[src/rtl/ripple_carry_adder_16_if.sv]
// Operand/result bundle for the ripple-carry adder: inputs, combinational and registered results.
interface ripple_carry_adder_16_if #(
    parameter int unsigned WIDTH = 16
);
    logic [WIDTH-1:0] a;
    logic [WIDTH-1:0] b;
    logic             cin;
    logic [WIDTH-1:0] sum;
    logic             cout;
    logic             ovf;
    logic [WIDTH-1:0] sum_q;
    logic             cout_q;
    logic             ovf_q;

    // Driver of the operands; consumer of all results.
    modport master (
        output a, b, cin,
        input  sum, cout, ovf, sum_q, cout_q, ovf_q
    );

    // The adder itself.
    modport slave (
        input  a, b, cin,
        output sum, cout, ovf, sum_q, cout_q, ovf_q
    );
endinterface

[src/rtl/ripple_carry_adder_16.sv]
// Ripple-carry adder built from a chain of 1-bit full-adder cells, with a
// combinational result and a registered copy carrying a signed-overflow flag.

// Single full-adder cell of the carry chain.
module ripple_carry_adder_16_fa (
    input  logic a_i,
    input  logic b_i,
    input  logic c_i,
    output logic s_o,
    output logic c_o
);
    logic p;

    // Propagate term shared by sum and carry.
    assign p   = a_i ^ b_i;
    assign s_o = p ^ c_i;
    assign c_o = (a_i & b_i) | (c_i & p);
endmodule

module ripple_carry_adder_16 #(
    parameter int unsigned WIDTH = 16
) (
    input  logic                    clk,
    input  logic                    rst_n,
    ripple_carry_adder_16_if.slave  bus
);
    // Carry chain: carry[0] is the carry-in, carry[WIDTH] the carry-out.
    logic [WIDTH:0]   carry;
    logic [WIDTH-1:0] sum_c;
    logic             cout_c;
    logic             ovf_c;

    logic [WIDTH-1:0] sum_d;
    logic [WIDTH-1:0] sum_q;
    logic             cout_d;
    logic             cout_q;
    logic             ovf_d;
    logic             ovf_q;

    assign carry[0] = bus.cin;

    // One cell per bit; carry ripples strictly from bit 0 upward.
    for (genvar i = 0; i < WIDTH; i++) begin : g_cell
        ripple_carry_adder_16_fa u_fa (
            .a_i (bus.a[i]),
            .b_i (bus.b[i]),
            .c_i (carry[i]),
            .s_o (sum_c[i]),
            .c_o (carry[i+1])
        );
    end

    // Signed overflow: carry into the MSB disagrees with carry out of it.
    assign cout_c = carry[WIDTH];
    assign ovf_c  = carry[WIDTH] ^ carry[WIDTH-1];

    assign bus.sum  = sum_c;
    assign bus.cout = cout_c;
    assign bus.ovf  = ovf_c;

    // Next register values: capture the live result every cycle, no enable.
    always_comb begin
        sum_d  = '0;
        cout_d = 1'b0;
        ovf_d  = 1'b0;
        sum_d  = sum_c;
        cout_d = cout_c;
        ovf_d  = ovf_c;
    end

    // Result registers, cleared immediately on reset assertion.
    always_ff @(posedge clk or negedge rst_n) begin
        if (!rst_n) begin
            sum_q  <= '0;
            cout_q <= 1'b0;
            ovf_q  <= 1'b0;
        end else begin
            sum_q  <= sum_d;
            cout_q <= cout_d;
            ovf_q  <= ovf_d;
        end
    end

    assign bus.sum_q  = sum_q;
    assign bus.cout_q = cout_q;
    assign bus.ovf_q  = ovf_q;
endmodule

[src/flat_wrapper.sv]
// flat-port wrapper written by rule: the top's interface ports become plain ports
module ripple_carry_adder_16_flat 
#(
    parameter int unsigned WIDTH = 16
)
  (clk, rst_n, bus_a, bus_b, bus_cin, bus_sum, bus_cout, bus_ovf, bus_sum_q, bus_cout_q, bus_ovf_q);
  ripple_carry_adder_16_if #(.WIDTH(WIDTH)) bus_i ();
  input  logic clk;
  input  logic rst_n;
  input wire logic [$bits(bus_i.a)-1:0] bus_a;
  input wire logic [$bits(bus_i.b)-1:0] bus_b;
  input wire logic [$bits(bus_i.cin)-1:0] bus_cin;
  output wire logic [$bits(bus_i.sum)-1:0] bus_sum;
  output wire logic [$bits(bus_i.cout)-1:0] bus_cout;
  output wire logic [$bits(bus_i.ovf)-1:0] bus_ovf;
  output wire logic [$bits(bus_i.sum_q)-1:0] bus_sum_q;
  output wire logic [$bits(bus_i.cout_q)-1:0] bus_cout_q;
  output wire logic [$bits(bus_i.ovf_q)-1:0] bus_ovf_q;
  assign bus_i.a = bus_a;
  assign bus_i.b = bus_b;
  assign bus_i.cin = bus_cin;
  assign bus_sum = bus_i.sum;
  assign bus_cout = bus_i.cout;
  assign bus_ovf = bus_i.ovf;
  assign bus_sum_q = bus_i.sum_q;
  assign bus_cout_q = bus_i.cout_q;
  assign bus_ovf_q = bus_i.ovf_q;
  ripple_carry_adder_16 #(.WIDTH(WIDTH)) u_core (.clk(clk), .rst_n(rst_n), .bus(bus_i));
endmodule
[config.mk]
export PLATFORM = sky130hd
export DESIGN_NAME = ripple_carry_adder_16_flat
export DESIGN_NICKNAME = d
export VERILOG_FILES = /design/src/rtl/ripple_carry_adder_16_if.sv /design/src/rtl/ripple_carry_adder_16.sv /design/src/flat_wrapper.sv
export SDC_FILE = /design/constraint.sdc
export NUM_CORES = 1
export LEC_CHECK = 0
export ABC_AREA = 0
export ABC_CLOCK_PERIOD_IN_PS = 29200
export CORE_MARGIN = 2
export CORE_UTILIZATION = 36
export DETAILED_ROUTE_END_ITERATION = 8
export PLACE_DENSITY_LB_ADDON = 0.12
export SYNTH_ARGS = -nofsm -noshare
export SYNTH_HDL_FRONTEND = slang
export SYNTH_SLANG_ARGS = --single-unit
[constraint.sdc]
create_clock -name clk -period 29.2 [get_ports clk]
set_input_delay 5.84 -clock clk [delete_from_list [all_inputs] [get_ports clk]]
set_output_delay 5.84 -clock clk [all_outputs]
set_load 0.05 [all_outputs]
==> results.toml <==
[run_status]
outcome = "complete, no violations"

[clock_network]
ctsHtreeMaxLevel = 1
clock-sinks = 18
cts_tree = "yes"
clk_pin_slew_ps = 100
cts_buffer_depth = 2
hold_buffers = 0
root_buffer = "clkbuf_4"
post-cts-setup-buffer-count = 0
numCtsBuffers = 3
cts.repair.resized = 0

[die]
start_util = 0.378
pin_count = 71
coreArea_um2 = 2480
die_w_um = 55.0
die-area_um2 = 3030
rows = 18
die_h_um = 55.0

[placement]
gp_congestion = 0.584
dpl.hpwl_mm = 1.73
dp_slack_ps = 9870
port_buffers = 70
place_area_um2 = 1560

[sta]
final.setup.tns_ps = 0
setup_violations = 0
timing_hold_violations_final = 0
final.setup.worst_slack_ps = 9920
rsz0062_at_grt = "no"
relSlewSlack = 0.483
worst_slew_pin_slew_ps = 773
min_period_over_period = 0.660
fin_crit_ps = 19280
finalMaxSlewViolations = 0
clock.fmax_ghz = 0.0519

[cells_and_area]
final_nets = 171
diodes = 0
utilization = 0.642
final_area_um2 = 1590
area_growth_pct = 69.8
layout-drive-gt1-share = 0.0336

[power]
p_leak_nw = 0.677
power_density_nw_per_um2 = 71.5
sw_frac_of_total = 0.470
p_seq_frac = 0.271
comb_power_share = 0.594
clockPowerShare = 0.135
p_switching_mw = 0.0535
internal-power_mw = 0.0604
irDropWorstVdd_v = 0.0000468
finalPower_mw = 0.114

[routing]
wl_per_cell_um = 13.3
wl_mm = 1.99
vias_per_cell = 4.23
drc = 0
first_pass_iters = 1
via_count = 630
drtIter0Drc = 0
postRouteAntennaNets = 0

[grt]
gr-total-overflow = 0
grt_pass1_wl_mm = 3.04
track_usage = 0.149
grt_max_degree = 19
antenna_found_initial = 0
first_global_vias = 701

[synthesis]
netlist_instances = 61
ys_seq_elements = 18
seq_area_frac_synth = 0.481
syn_avg_cell_area_um2 = 15.4
synth_cell_type_count = 5
syn-cell-area_um2 = 937
synthesis.nets = 112
yosysWarnings = 0

[setup_path]
path_class = "input port to output pin"
worstPathArrival_ps = 13440
end_kind = "output pin"
startpoint_type = "input port"
worst_ep_required_time_ps = 23360
cp_max_fo = 2

[job]
maxCapViolations = 0

[hold_path]
min-delay-path-class = "input port to async pin"
-- path summary, 6_finish.rpt --
check / from / to / slack, ps / depth (start not counted)
setup / recovery: bus_cin / bus_sum[15] / 9920 / 22
hold / removal: rst_n / u_core.bus.sum_q[5] / 5990 / 1
max in group asynchronous: rst_n / u_core.bus.cout_q / 22730 / 1
min in group clk: bus_a[14] / u_core.bus.sum_q[14] / 6230 / 2
-- flip-flops by register name (all words and copies together) (netlist names) --
| name | cells |
|---|---|
| u_core.bus.cout_q | 1 |
| u_core.bus.ovf_q | 1 |
| u_core.bus.sum_q | 16 |
-- layer usage --
layer / part of all wire / wire, um / up-vias / global-route usage
met5: 0 / 0 / - / 0
met4: 0.022 / 43 / 0 / 0.118
met3: 0.11 / 224 / 4 / 0.0242
met2: 0.58 / 1160 / 41 / 0.286
met1: 0.28 / 558 / 307 / 0.136
li1: - / - / 278 / -
-- stage by stage --
step | hold slack (ps) | std cells
2_1_floorplan | 5540 | 61
3_3_place_gp | 6350 | 145
3_5_place_dp | 6360 | 145
4_1_cts | 6020 | 149
5_1_grt | 6040 | 149
6_report | 5990 | 149
-- cells in the mapped netlist (all sizes together) --
master / number / area share
buf: 16 / 0.13
dfrtp: 18 / 0.48
fa: 16 / 0.34
inv: 10 / 0.040
xnor2: 1 / 0.0093
-- power groups by stage --
stage | sequential (mW) | combinational [mW] | clock (mW)
after global routing | 0.0312 | 0.0710 | 0.0171
after floorplan | 0.0489 | 0.0302 | 0
final | 0.0308 | 0.0676 | 0.0154
after detailed placement | 0.0315 | 0.0684 | 0
after CTS | 0.0310 | 0.0685 | 0.0163
after global placement | 0.0311 | 0.0674 | 0
-- worst max-delay path: stages --
cell             delay (ps)
clkdlybuf4s50_1         430
fa_1                    440
fa_1                    390
fa_1                    400
fa_1                    390
fa_1                    390
fa_1                    400
fa_1                    390
fa_1                    390
fa_1                    380
fa_1                    390
fa_1                    390
fa_1                    390
fa_1                    370
inv_1                    80
fa_1                    150
inv_1                    50
fa_1                    410
inv_1                    90
fa_1                    400
inv_1                    70
clkdlybuf4s50_1         790
-- cell usage in the layout, fill, tap and decap left out, drive strengths merged --
cell type / n
clkdlybuf4s50: 70
fa: 16
xnor2: 1
clkbuf: 4
inv: 10
dfrtp: 18
-- kinds of logic after synthesis --
family,share of synthesized area
adders and majority gates,0.342
DFF,0.481
xor gates and xnor gates,0.00935
buffers and inverters,0.168
-- layout make-up --
cell class,instances,area (um2)
timing repair buffer,70,701
fill,211,886
inverter,10,37.5
tap,30,37.5
clock buffer,4,36.3
multi-input combinational,17,329
sequential,18,450
No activity file was read; power rests on OpenSTA's default activity.
